===== src/rtl/im_uart_loader.sv =====
// UART boot loader: receives a framed program image (sync, length, words, XOR checksum)
// and writes it into instruction memory, holding the CPU in reset until the image verifies.
module im_uart_loader #(
    parameter int unsigned CLKS_PER_BIT = 868,
    parameter logic [31:0] BASE_ADDR    = 32'h0000_0000,
    parameter int unsigned MAX_WORDS    = 256
) (
    input  logic        clk,
    input  logic        rst_n,
    input  logic        uart_rx,
    output logic        im_we,
    output logic [31:0] im_addr,
    output logic [31:0] im_wdata,
    output logic        cpu_rst_n,
    output logic        busy,
    output logic        done,
    output logic        err
);

    localparam int unsigned CntW = (CLKS_PER_BIT > 2) ? $clog2(CLKS_PER_BIT) : 1;
    localparam logic [CntW-1:0] BitLast  = CntW'(CLKS_PER_BIT - 1);
    localparam logic [CntW-1:0] HalfLast = CntW'(CLKS_PER_BIT / 2 - 1);
    localparam logic [7:0] SyncByte = 8'hA5;

    typedef enum logic [1:0] {RxIdle, RxStart, RxData, RxStop} rx_state_e;
    typedef enum logic [2:0] {
        FrIdle, FrLen0, FrLen1, FrData, FrCsum, FrDone, FrError
    } fr_state_e;

    // ---------------------------------------------------------------------
    // Receiver
    // ---------------------------------------------------------------------
    logic            rx_meta, rx_sync, rx_prev;
    rx_state_e       rx_state;
    logic [CntW-1:0] rx_cnt;
    logic [2:0]      rx_bit;
    logic [7:0]      rx_shift;
    logic            byte_valid;
    logic            frame_err;

    // rx_prev trails the synchronised line by one cycle for falling-edge detection.
    always_ff @(posedge clk or negedge rst_n) begin
        if (!rst_n) begin
            rx_meta <= 1'b1;
            rx_sync <= 1'b1;
            rx_prev <= 1'b1;
        end else begin
            rx_meta <= uart_rx;
            rx_sync <= rx_meta;
            rx_prev <= rx_sync;
        end
    end

    always_ff @(posedge clk or negedge rst_n) begin
        if (!rst_n) begin
            rx_state   <= RxIdle;
            rx_cnt     <= '0;
            rx_bit     <= '0;
            rx_shift   <= '0;
            byte_valid <= 1'b0;
            frame_err  <= 1'b0;
        end else begin
            byte_valid <= 1'b0;
            frame_err  <= 1'b0;
            case (rx_state)
                RxIdle: begin
                    if (rx_prev && !rx_sync) begin
                        rx_state <= RxStart;
                        rx_cnt   <= '0;
                    end
                end
                RxStart: begin
                    if (rx_cnt == HalfLast) begin
                        rx_cnt   <= '0;
                        rx_bit   <= '0;
                        // A line already back high at mid-start-bit was a glitch.
                        rx_state <= rx_sync ? RxIdle : RxData;
                    end else begin
                        rx_cnt <= rx_cnt + 1'b1;
                    end
                end
                RxData: begin
                    if (rx_cnt == BitLast) begin
                        rx_cnt   <= '0;
                        rx_shift <= {rx_sync, rx_shift[7:1]};
                        rx_bit   <= rx_bit + 1'b1;
                        if (rx_bit == 3'd7) begin
                            rx_state <= RxStop;
                        end
                    end else begin
                        rx_cnt <= rx_cnt + 1'b1;
                    end
                end
                RxStop: begin
                    if (rx_cnt == BitLast) begin
                        rx_cnt <= '0;
                        if (rx_sync) begin
                            byte_valid <= 1'b1;
                        end else begin
                            frame_err <= 1'b1;
                        end
                        rx_state <= RxIdle;
                    end else begin
                        rx_cnt <= rx_cnt + 1'b1;
                    end
                end
                default: rx_state <= RxIdle;
            endcase
        end
    end

    // ---------------------------------------------------------------------
    // Frame decoder and IM writer
    // ---------------------------------------------------------------------
    fr_state_e   fr_state;
    logic [7:0]  len_lo;
    logic [15:0] len;
    logic [15:0] word_idx;
    logic [1:0]  byte_idx;
    logic [23:0] word_buf;
    logic [7:0]  csum;
    logic [15:0] len_rx;
    logic [15:0] word_idx_inc;
    logic        fr_active;

    assign len_rx       = {rx_shift, len_lo};
    assign word_idx_inc = word_idx + 16'd1;
    assign fr_active    = (fr_state == FrLen0) || (fr_state == FrLen1) ||
                          (fr_state == FrData) || (fr_state == FrCsum);

    always_ff @(posedge clk or negedge rst_n) begin
        if (!rst_n) begin
            fr_state  <= FrIdle;
            len_lo    <= '0;
            len       <= '0;
            word_idx  <= '0;
            byte_idx  <= '0;
            word_buf  <= '0;
            csum      <= '0;
            im_we     <= 1'b0;
            im_addr   <= BASE_ADDR;
            im_wdata  <= '0;
            cpu_rst_n <= 1'b0;
            busy      <= 1'b0;
            done      <= 1'b0;
            err       <= 1'b0;
        end else begin
            im_we <= 1'b0;
            if (frame_err && fr_active) begin
                fr_state <= FrError;
                err      <= 1'b1;
                busy     <= 1'b0;
            end else if (byte_valid) begin
                case (fr_state)
                    FrIdle, FrError: begin
                        // Sync restarts a load; words from a failed attempt get overwritten.
                        if (rx_shift == SyncByte) begin
                            fr_state <= FrLen0;
                            busy     <= 1'b1;
                            err      <= 1'b0;
                            csum     <= '0;
                            word_idx <= '0;
                            byte_idx <= '0;
                            im_addr  <= BASE_ADDR;
                        end
                    end
                    FrLen0: begin
                        len_lo   <= rx_shift;
                        csum     <= csum ^ rx_shift;
                        fr_state <= FrLen1;
                    end
                    FrLen1: begin
                        len      <= len_rx;
                        csum     <= csum ^ rx_shift;
                        word_idx <= '0;
                        byte_idx <= '0;
                        if ({16'd0, len_rx} > MAX_WORDS) begin
                            fr_state <= FrError;
                            err      <= 1'b1;
                            busy     <= 1'b0;
                        end else if (len_rx == 16'd0) begin
                            fr_state <= FrCsum;
                        end else begin
                            fr_state <= FrData;
                        end
                    end
                    FrData: begin
                        csum     <= csum ^ rx_shift;
                        byte_idx <= byte_idx + 1'b1;
                        if (byte_idx == 2'd3) begin
                            im_we    <= 1'b1;
                            im_addr  <= BASE_ADDR + {14'd0, word_idx, 2'b00};
                            im_wdata <= {rx_shift, word_buf};
                            word_idx <= word_idx_inc;
                            if (word_idx_inc == len) begin
                                fr_state <= FrCsum;
                            end
                        end else begin
                            word_buf <= {rx_shift, word_buf[23:8]};
                        end
                    end
                    FrCsum: begin
                        busy <= 1'b0;
                        if (rx_shift == csum) begin
                            fr_state  <= FrDone;
                            done      <= 1'b1;
                            cpu_rst_n <= 1'b1;
                        end else begin
                            fr_state <= FrError;
                            err      <= 1'b1;
                        end
                    end
                    FrDone: begin
                        // Terminal until reset.
                    end
                    default: fr_state <= FrIdle;
                endcase
            end
        end
    end

endmodule


===== config.mk =====
export PLATFORM = sky130hd
export DESIGN_NAME = im_uart_loader
export DESIGN_NICKNAME = d
export VERILOG_FILES = /design/src/rtl/im_uart_loader.sv
export SDC_FILE = /design/constraint.sdc
export NUM_CORES = 1
export LEC_CHECK = 0
export BUFFER_PORTS_ARGS = -buffer_cell sky130_fd_sc_hd__buf_2
export CAP_MARGIN = 10
export CORE_MARGIN = 2
export CORE_UTILIZATION = 40
export CTS_CLUSTER_SIZE = 16
export DETAILED_ROUTE_END_ITERATION = 12
export GPL_ROUTABILITY_DRIVEN = 0
export HOLD_SLACK_MARGIN = 0.15
export PLACE_DENSITY = 0.62
export SLEW_MARGIN = 20
export SYNTH_ARGS = -nofsm -noshare
export SYNTH_HDL_FRONTEND = slang
export SYNTH_SLANG_ARGS = --single-unit
export TNS_END_PERCENT = 30

===== constraint.sdc =====
create_clock -name clk -period 5.89 [get_ports clk]
set_clock_uncertainty 0.1 [all_clocks]
set_input_delay 0 -clock clk [delete_from_list [all_inputs] [get_ports clk]]
set_output_delay 0 -clock clk [all_outputs]
set_load 0.01 [all_outputs]

==> results of run 1 <==
## cells by family (layout without fill, tap and decap cells)
logic type | Yosys count | after routing | synth area share
fa+ha+maj | 6 | 6 | 0.00999
buf+inv | 69 | 106 | 0.0456
xor+xnor | 28 | 28 | 0.0326
flops | 157 | 157 | 0.523
other cells | 1 | 16 | 0.000499
simple gates | 308 | 308 | 0.188
compound gates | 146 | 146 | 0.113
mux | 58 | 58 | 0.0866
## cell usage in the layout (no fill, tap or decap), types with 4 or more instances in the layout
cell type	netlist	final
ha_1	6	6
conb_1	1	16
nand4_1	10	10
o21a_1	4	4
or4_1	4	4
a21oi_1	21	21
nor2_1	48	46
clkbuf_16	0	17
o41ai_1	5	5
buf_4	21	5
inv_6	0	6
o21ai_0	81	80
xnor2_1	18	18
nor2b_1	12	12
o31ai_1	11	11
dfrtp_1	154	154
nand2_1	169	169
or3_1	4	4
xor2_1	10	10
and2_1	8	8
nor3_1	7	7
nand3_1	16	15
inv_1	7	7
buf_2	4	54
dlygate4sd3_1	0	4
mux2_2	56	56
a31oi_1	4	4
and3_1	5	5
## how the worst min path moves through the flow
stage               startpoint          to  slack, ps  cells past startpoint
global placement         rst_n  im_addr[3]          8                      1
CTS                    rx_meta     rx_sync        260                      0
global route           rx_meta     rx_sync        260                      0
floorplan                rst_n   async pin       -400                      0
detailed placement     uart_rx     rx_meta         10                      1
finish                 rx_meta     rx_sync        260                      0
## routing by layer
layer | track usage | up-vias | wire length [µm]
li1 | - | 2716 | -
met5 | 0 | - | 0
met3 | 0.0357 | 23 | 692
met2 | 0.273 | 137 | 7670
met4 | 0.0679 | 0 | 250
met1 | 0.230 | 2750 | 7810
## power groups by stage
stage	sequential (µW)	combinational (µW)	clock [µW]
final	1140	131	1110
after global routing	1150	154	1180
after floorplan	1150	102	0
after CTS	1140	134	1140
after detailed placement	1160	130	0
after global placement	1160	126	0
## worst max-delay path, cell delays in order, from the launching register on
cell	delay [ps]
dfrtp_1	640
nand3_4	220
or4_1	690
or4b_1	520
a31oi_1	140
a21oi_1	90
o21ai_2	240
a31oi_1	110
## sequential cells by signal (all words and copies together) (netlist names), 10 cells and up, named ones only
| name | flops |
|---|---|
| im_wdata | 32 |
| rx_cnt | 10 |
| word_idx | 16 |
| len | 16 |
| im_addr | 16 |
| word_buf | 24 |
## per-stage QoR
step / cells / util / setup slack, ps / instance area (µm²)
after CTS: 1059 / 0.460 / 2750 / 8540
final: 1059 / 0.460 / 2990 / 8550
after global routing: 1059 / 0.460 / 2700 / 8550
after detailed placement: 1022 / 0.424 / 2800 / 7890
after global placement: 1022 / 0.424 / 2890 / 7890
after floorplan: 788 / - / 3510 / 7570
## cell type report
type	instances	area share
Sequential cell	157	0.460
Multi-Input combinational cell	562	0.388
Clock buffer	17	0.0497
Timing Repair Buffer	65	0.0443
Tap cell	234	0.0342
Clock inverter	15	0.0200
Inverter	9	0.00395
## timing repair
action | 4_1_cts | 5_1_grt
hold buffers | 5 | 0
endpoints found under the hold margin | 85 | 0
buffers inserted | 0 | 0
endpoints found under the setup margin | 0 | 0
resized for setup | 0 | 0
==> results by group, run 1 <==
Clock network
  • CTS tree: done
  • Sink Count: around 160
  • H-tree levels: 4
  • Reg clk slew, reported paths: 70 ps
  • Clk buf depth: 2
  • Clk_lat worst skew: about 420 ps
  • Clk root buf: clkbuf_16
  • CTS Buf Count: 17

Timing
  • Peak Freq: around 350 MHz
  • RSZ-0062 raised after global routing: no
  • Max-slew violations: 0
  • Fin crit period: around 2900 ps
  • TNS Setup: 0 ps
  • Hold slack final: around 260 ps
  • Rel. slew slack: 0.300
  • Period Utilization, post-route: 0.492
  • Final hold violation count: 0
  • Slew @ Worst Pin: approximately 1000 ps
  • Final setup fails: 0

Floorplanning
  • Row count: 50
  • Die width: 141 µm
  • Core area: ~19000 µm²
  • DIE AREA: approximately 20000 µm²
  • Initial core utilization: 0.404
  • I/O pins: between 70 and 80
  • Die height: 141 µm

Power
  • Pwr dens: 279 nW/µm²
  • Seq pwr share: 0.478
  • Clock share of power: 0.467
  • Combinational fraction of design power: 0.055
  • Cell-internal power: around 1800 µW
  • Power, Total: between 2000 and 2500 µW
  • Pleak: 0.00421 µW
  • Net switching share of the total power: 0.252
  • Peak VDD IR: 0.201 mV
  • NetSw: ~600 µW

Global routing
  • Global-route wire length before repair: 27100 µm
  • Total Routing Usage GR: 0.171
  • Vias in the first global route: roughly 5.3k
  • Antenna violations before repair: 0
  • Grt total ovfl: 0
  • Largest net degree at the start of global routing: 74

Yosys
  • Sequential area share after synthesis: 0.523
  • EDFF count, synth: 0
  • Distinct cells, synth: between 50 and 60
  • Warning count from the yosys run: 0
  • Post-synth ARST share: 1.00
  • Count leader, synth: nand2_1
  • Ys flop type: dfrtp_1
  • Register bit count reported by yosys: 157
  • Post-Syn Area per Cell: slightly below 10 µm²
  • Top cell type's share of synthesized area: 0.513
  • Commonest cells in the netlist: nand2_1 (169), dfrtp_1 (154), o21ai_0 (81)
  • Ranking of synthesized cells by area: dfrtp_1 (51%), nand2_1 (8.4%), mux2_2 (8.4%)
  • Mapped Area: ~7500 µm²
  • Biggest area consumer among synthesized cells: dfrtp_1
  • Cells after Synth: between 700 and 800

Routing
  • Pre-antenna DRT Iters: 4
  • Final ANT Viol Nets: 0
  • DR vias: between 5k and 6k
  • # DRC: 0
  • Wirelength per Cell: about 16 µm
  • Total Wirelength: ~16000 µm
  • First DRT Iteration DRCs: ~380
  • Post-DR vias/cell: 5.31

Worst setup path
  • Crit Path Class: reg2reg
  • Reg-to-reg endpoint: fr_state[1]
  • Reg2Reg Depth: 7
  • Worst setup EP type: register
  • Worst endpoint data arrival time: roughly 3100 ps
  • Reg-to-Reg Start: word_idx[2]
  • R2R setup slack: approximately 3000 ps
  • Crit Path Max Fanout: 13
  • CP endpoint: fr_state[1]
  • Critical Path Start Type: register
  • Data required, critical path: 6080 ps
  • Critical Path Source: word_idx[2]

Place
  • Dpl hpwl: 10700 µm
  • Port Buffers: 55

Final layout
  • Footprint of the multi-input gates: approximately 3300 µm²
  • Nets: 821
  • Filler Cells Inserted: about 1.8k
  • Layout cells sized above 1: 0.201
  • Number of antenna diodes: 0
  • Syn-to-layout area delta: 13.8%
  • Register area: around 3900 µm²

Min path
  • Type of the worst min-delay path: reg2reg

Outcome
  • Status: finished, final reports clean

Flow run
  • Max_cap viols: 0
No activity file was read; power rests on OpenSTA's default activity.
==> run 2: changes to the inputs <==
--- a/config.mk
+++ b/config.mk
@@ -13,7 +13,7 @@
 export DETAILED_ROUTE_END_ITERATION = 12
 export GPL_ROUTABILITY_DRIVEN = 0
 export HOLD_SLACK_MARGIN = 0.15
-export PLACE_DENSITY = 0.62
+export PLACE_DENSITY = 0.64
 export SLEW_MARGIN = 20
 export SYNTH_ARGS = -nofsm -noshare
 export SYNTH_HDL_FRONTEND = slang
==> constraint.sdc (replaced) <==
create_clock -name clk -period 2.6 [get_ports clk]
set_clock_uncertainty 0.1 [all_clocks]
set_input_delay 0 -clock clk [delete_from_list [all_inputs] [get_ports clk]]
set_output_delay 0 -clock clk [all_outputs]
set_load 0.01 [all_outputs]
==> results by group, run 2 (synthesis results as in run 1) <==
Outcome
  • Status: finished, final reports clean (unchanged)

Final layout
  • Number of antenna diodes: 0 (unchanged)
  • Syn-to-layout area delta: 17.3% (was 13.8%)
  • Layout cells sized above 1: 0.230 (was 0.201)
  • Commonest non-fill, non-tap cell in the layout: nand2_1 (unchanged)
  • Filler Cells Inserted: 1746 (was 1770)
  • Biggest regs: im_wdata x32, word_buf x24 (unchanged)
  • Commonest cells after routing, fill and taps aside: nand2_1 (169), dfrtp_1 (153), o21ai_0 (81), mux2_2 (56), buf_2 (54) (was nand2_1 (169), dfrtp_1 (154), o21ai_0 (80), mux2_2 (56), buf_2 (54))
  • Biggest register: im_wdata (unchanged)
  • Final core utilization: 0.474 (was 0.460)
  • Nets: 852 (was 821)
  • Max FFs per register: 32 (unchanged)

Worst setup path
  • CP dominant cell by count: a31oi_1 (unchanged)
  • Family with the most delay on the worst path: simple AND/OR/NAND/NOR gates (unchanged)
  • Reg-to-reg endpoint: fr_state[1] (unchanged)
  • Slowest cell on crit path: or4_1 (unchanged)
  • Worst endpoint data arrival time: 2640 ps (was 3090 ps)
  • Worst setup EP type: register (unchanged)
  • Crit Path Max Fanout: 6 (was 13)
  • Crit path buf inv count: 0 (unchanged)
  • Data required, critical path: 2790 ps (was 6080 ps)
  • CP peak stage delay: 510 ps (was 690 ps)
  • Crit-path cells: nand4_1, or4_1, or4b_1, a31oi_1, a21oi_1, o21ai_2, a31oi_1 (was nand3_4, or4_1, or4b_1, a31oi_1, a21oi_1, o21ai_2, a31oi_1)
  • Critical Path Start Type: register (unchanged)
  • Reg-to-Reg Start: word_idx[8] (was word_idx[2])
  • Reg2Reg Depth: 7 (unchanged)
  • R2R setup slack: 150 ps (was 2990 ps)
  • Crit Path Class: reg2reg (unchanged)

Clock network
  • Post CTS Setup Buffer Count: 0 (unchanged)
  • Reg clk slew, reported paths: 70 ps (about the same)
  • Clk_lat worst skew: 430 ps (was 420 ps)
  • CTS tree: done (unchanged)
  • Clk buf depth: 2 (unchanged)
  • H-tree levels: 4 (unchanged)
  • Sink Count: 157 (unchanged)
  • CTS Buf Count: 17 (unchanged)
  • Clk root buf: clkbuf_16 (unchanged)

Floorplanning
  • Initial core utilization: 0.404 (unchanged)
  • Die height: 141 µm (unchanged)
  • Die width: 141 µm (unchanged)
  • DIE AREA: 19900 µm² (unchanged)
  • Core area: 18600 µm² (unchanged)
  • Row count: 50 (unchanged)
  • I/O pins: 72 (unchanged)

Flow run
  • Max_cap viols: 0 (unchanged)

Min path
  • WHS Endpoint: rx_sync (unchanged)
  • Type of the worst min-delay path: reg2reg (unchanged)
  • Min-Delay Startpoint: rx_meta (unchanged)
  • Hold Path Depth: 0 (unchanged)

Timing
  • Rel. slew slack: 0.529 (was 0.300)
  • Final setup fails: 0 (unchanged)
  • RSZ-0062 raised after global routing: no (unchanged)
  • Slew @ Worst Pin: 705 ps (was 1050 ps)
  • Hold slack final: 259 ps (was 255 ps)
  • Period Utilization, post-route: 0.941 (was 0.492)
  • Fin crit period: 2450 ps (was 2900 ps)
  • Peak Freq: 409 MHz (was 345 MHz)
  • TNS Setup: 0 ps (unchanged)
  • Max-slew violations: 0 (unchanged)
  • Final hold violation count: 0 (unchanged)

Routing
  • Post-DR vias/cell: 5.27 (was 5.31)
  • First DRT Iteration DRCs: 393 (was 383)
  • Final ANT Viol Nets: 0 (unchanged)
  • Met1 WL: 8080 µm (was 7810 µm)
  • WL met3: 746 µm (was 692 µm)
  • # DRC: 0 (unchanged)
  • Total Wirelength: 17000 µm (was 16400 µm)
  • Wirelength per Cell: 15.6 µm (was 15.5 µm)
  • DR vias: 5745 (was 5626)
  • Pre-antenna DRT Iters: 5 (was 4)
  • Met2 routed WL: 7890 µm (was 7670 µm)
  • Highest metal used: met4 (unchanged)

Power
  • Peak VDD IR: 0.565 mV (was 0.201 mV)
  • Pleak: 0.00437 µW (was 0.00421 µW)
  • Pwr dens: 612 nW/µm² (was 279 nW/µm²)

Place
  • Port Buffers: 55 (unchanged)
  • Dpl hpwl: 11400 µm (was 10700 µm)

Global routing
  • Antenna violations before repair: 0 (unchanged)
  • Total Routing Usage GR: 0.179 (was 0.171)
  • Largest net degree at the start of global routing: 62 (was 74)
  • Vias in the first global route: 5469 (was 5295)
  • Global-route wire length before repair: 28400 µm (was 27100 µm)
  • Grt total ovfl: 0 (unchanged)
## run 2: cell count changes in the layout (fill, tap and decap cells not counted), moves of 2 or more
cell,delta
o21ai_2,-2
buf_4,+30
inv_8,+2
inv_6,-2
clkinv_8,+2
## run 2: final cells by class
cell class / count / area (µm²) / share of cell area
Clock buffer: 17 / 425 / 0.0483
Clock inverter: 15 / 174 / 0.0197
Inverter: 9 / 33.8 / 0.00383
Multi-Input combinational cell: 562 / 3320 / 0.377
Sequential cell: 157 / 3930 / 0.446
Tap cell: 234 / 293 / 0.0332
Timing Repair Buffer: 96 / 632 / 0.0717
## run 2: per-layer routing
metal	GRT usage	vias up
met5	0	-
met4	0.0516	0
met3	0.0404	29
met2	0.279	171
met1	0.251	2771
li1	-	2774
## run 2: stage by stage
stage | instances | instance area (µm²) | worst slack (ps) | total power, µW
after floorplan | 788 | 7570 | 223 | 2820
after global placement | 1053 | 8130 | 195 | 2930
after detailed placement | 1053 | 8130 | 135 | 2940
after CTS | 1090 | 8800 | 119 | 5450
after global routing | 1090 | 8820 | 26.7 | 5620
final | 1090 | 8820 | 152 | 5390
## run 2: worst reg2reg max path, delay by kind of cell, from the launching register on
| kind | cells | cell delay (ps) |
|---|---|---|
| flip-flops | 1 | 450 |
| AO/OA/AOI/OAI | 4 | 550 |
| AND/OR/NAND/NOR | 3 | 1210 |
## run 2: timing repair
action                                 4_1_cts  5_1_grt
setup endpoints to repair                    0        3
gates resized for setup                      0        3
hold buffers                                 5        0
endpoints found under the hold margin      155        0
## run 2: where the power goes
group / leakage (µW) / internal [µW] / total, µW / switching [µW]
combinational: 0.00192 / 120 / 325 / 205
clock: 0.000284 / 1370 / 2490 / 1120
sequential: 0.00217 / 2500 / 2580 / 82.5
## run 2: how the worst max path moves through the flow
stage,from,cells after the start,endpoint
4_1_cts,word_idx[0],9,fr_state[1]
3_3_place_gp,word_idx[0],8,fr_state[1]
5_1_grt,rx_shift[3],7,csum[0]
2_1_floorplan,rx_shift[1],8,fr_state[2]
6_report,word_idx[8],7,fr_state[1]
3_5_place_dp,word_idx[0],9,fr_state[1]
==> run 3: changes to the inputs <==
--- a/config.mk
+++ b/config.mk
@@ -8,12 +8,12 @@
 export BUFFER_PORTS_ARGS = -buffer_cell sky130_fd_sc_hd__buf_2
 export CAP_MARGIN = 10
 export CORE_MARGIN = 2
-export CORE_UTILIZATION = 40
+export CORE_UTILIZATION = 29
 export CTS_CLUSTER_SIZE = 16
 export DETAILED_ROUTE_END_ITERATION = 12
 export GPL_ROUTABILITY_DRIVEN = 0
 export HOLD_SLACK_MARGIN = 0.15
-export PLACE_DENSITY = 0.64
+export PLACE_DENSITY = 0.5
 export SLEW_MARGIN = 20
 export SYNTH_ARGS = -nofsm -noshare
 export SYNTH_HDL_FRONTEND = slang
==> results by group, run 3 (synthesis results as in run 1) <==
Outcome
  • Status: finished, final reports clean (unchanged)

Worst setup path
  • CP peak stage delay: 510 ps (about the same)
  • Slowest cell on crit path: or4_1 (unchanged)
  • Family with the most delay on the worst path: simple AND/OR/NAND/NOR gates (unchanged)
  • Reg2Reg Depth: 7 (unchanged)
  • Worst endpoint data arrival time: 2640 ps (about the same)
  • Critical Path Start Type: register (unchanged)
  • Worst setup EP type: register (unchanged)
  • Crit-path cells: nand4_1, or4_1, or4b_1, a31oi_1, a21oi_1, o21ai_2, a31oi_1 (unchanged)
  • R2R setup slack: 150 ps (about the same)
  • Crit Path Class: reg2reg (unchanged)
  • Data required, critical path: 2790 ps (about the same)
  • Crit path buf inv count: 0 (unchanged)
  • Crit Path Max Fanout: 6 (unchanged)
  • Reg-to-Reg Start: word_idx[8] (unchanged)
  • CP dominant cell by count: a31oi_1 (unchanged)
  • Reg-to-reg endpoint: fr_state[1] (unchanged)

Clock network
  • H-tree levels: 4 (unchanged)
  • Reg clk slew, reported paths: 70 ps (about the same)
  • CTS Buf Count: 17 (unchanged)
  • Clk buf depth: 2 (unchanged)
  • Clk root buf: clkbuf_16 (unchanged)
  • Sink Count: 157 (unchanged)
  • CTS tree: done (unchanged)
  • Post CTS Setup Buffer Count: 0 (unchanged)
  • Clk_lat worst skew: 430 ps (about the same)

Final layout
  • Filler Cells Inserted: 2548 (was 1746)
  • Biggest register: im_wdata (unchanged)
  • Fin area: 9040 µm² (was 8820 µm²)
  • Syn-to-layout area delta: 20.3% (was 17.3%)
  • Commonest cells after routing, fill and taps aside: nand2_1 (169), dfrtp_1 (154), o21ai_0 (81), mux2_2 (56), buf_2 (54) (was nand2_1 (169), dfrtp_1 (153), o21ai_0 (81), mux2_2 (56), buf_2 (54))
  • Layout cells sized above 1: 0.234 (was 0.230)
  • Max FFs per register: 32 (unchanged)
  • Commonest non-fill, non-tap cell in the layout: nand2_1 (unchanged)
  • Biggest regs: im_wdata x32, word_buf x24 (unchanged)
  • Nets: 859 (was 852)
  • Number of antenna diodes: 0 (unchanged)

Place
  • Dpl hpwl: 12400 µm (was 11400 µm)
  • Post-DP Area: 8320 µm² (was 8130 µm²)
  • Port Buffers: 55 (unchanged)

Timing
  • Period Utilization, post-route: 0.944 (was 0.941)
  • Slew @ Worst Pin: 597 ps (was 705 ps)
  • Final setup fails: 0 (unchanged)
  • Rel. slew slack: 0.602 (was 0.529)
  • Max-slew violations: 0 (unchanged)
  • Final hold violation count: 0 (unchanged)
  • Fin crit period: 2450 ps (about the same)
  • TNS Setup: 0 ps (unchanged)
  • RSZ-0062 raised after global routing: no (unchanged)
  • Peak Freq: 408 MHz (was 409 MHz)

Routing
  • # DRC: 0 (unchanged)
  • First DRT Iteration DRCs: 253 (was 393)
  • Pre-antenna DRT Iters: 5 (unchanged)
  • Final ANT Viol Nets: 0 (unchanged)
  • DR vias: 5736 (was 5745)
  • Wirelength per Cell: 15.1 µm (was 15.6 µm)
  • Total Wirelength: 18000 µm (was 17000 µm)
  • Post-DR vias/cell: 4.81 (was 5.27)

Min path
  • Min-Delay Startpoint: rx_meta (unchanged)
  • Type of the worst min-delay path: reg2reg (unchanged)
  • Hold Path Depth: 0 (unchanged)
  • WHS Endpoint: rx_sync (unchanged)

Global routing
  • Antenna violations before repair: 0 (unchanged)
  • Grt total ovfl: 0 (unchanged)
  • Vias in the first global route: 5656 (was 5469)
  • Largest net degree at the start of global routing: 67 (was 62)
  • Total Routing Usage GR: 0.142 (was 0.179)
  • Global-route wire length before repair: 30100 µm (was 28400 µm)

Floorplanning
  • I/O pins: 72 (unchanged)
  • DIE AREA: 27200 µm² (was 19900 µm²)
  • Die width: 165 µm (was 141 µm)
  • Row count: 58 (was 50)
  • Initial core utilization: 0.297 (was 0.404)
  • Die height: 165 µm (was 141 µm)
  • Core area: 25300 µm² (was 18600 µm²)

Power
  • Combinational fraction of design power: 0.056 (was 0.060)
  • Power, Total: 5670 µW (was 5390 µW)
  • Cell-internal power: 4350 µW (was 3990 µW)
  • Net switching share of the total power: 0.232 (was 0.260)
  • Pleak: 0.00443 µW (was 0.00437 µW)
  • Pwr dens: 627 nW/µm² (was 612 nW/µm²)
  • Peak VDD IR: 0.388 mV (was 0.565 mV)
  • Clock share of power: 0.489 (was 0.462)
  • NetSw: 1320 µW (was 1410 µW)
  • Seq pwr share: 0.455 (was 0.478)

Flow run
  • Max_cap viols: 0 (unchanged)
run 3: cell types whose count changed in the layout (fill, tap and decap cells not counted), sizes merged:
cell / change
inv: -6
clkbuf: +2
bufinv: +4
buf: +7
run 3: cell type report:
class	instances	area, µm²	area share
clock buffer	19	443	0.0490
sequential	157	3930	0.435
timing repair buffer	103	689	0.0763
multi-input combinational	562	3320	0.367
inverter	9	33.8	0.00374
clock inverter	13	213	0.0235
tap	330	413	0.0457
run 3: how the worst max path moves through the flow:
stage,startpoint,cells after the start,endpoint,slack (ps)
6_report,word_idx[8],7,fr_state[1],150
2_1_floorplan,rx_shift[1],8,fr_state[2],220
3_5_place_dp,word_idx[1],8,fr_state[1],140
3_3_place_gp,word_idx[1],8,fr_state[1],140
5_1_grt,word_idx[8],7,fr_state[1],10
4_1_cts,word_idx[1],8,fr_state[1],130
run 3: worst reg2reg max path: cells and delay by family (launching register included):
kind,cells,cell delay (ps)
AOI/OAI and AO/OA,4,550
DFF,1,450
and+or+nand+nor,3,1220
run 3: stage by stage:
stage               hold slack [ps]  worst slack [ps]   util  cells
floorplan                      -396               223      -    788
global placement               -169               140  0.328   1156
detailed placement             -168               135  0.328   1156
CTS                             260               129  0.357   1193
global route                    261              14.1  0.357   1193
finish                          259               147  0.357   1193
run 3: repair_timing:
action	CTS	global route
hold buffers	5	0
setup endpoints to repair	0	3
resized for setup	0	2
hold endpoints to repair	158	0
run 3: power groups by stage:
stage	registers [µW]	logic (µW)	clock network, µW
detailed placement	2630	314	0
global route	2590	367	2960
floorplan	2590	230	0
finish	2580	318	2770
CTS	2580	325	2840
global placement	2630	309	0
run 3: routing by layer:
metal,up-vias,part of all wire,GRT usage
met1,2817,0.48,0.193
li1,2785,-,-
met2,113,0.47,0.225
met4,0,0.019,0.0435
met5,-,0,0
met3,21,0.036,0.0331
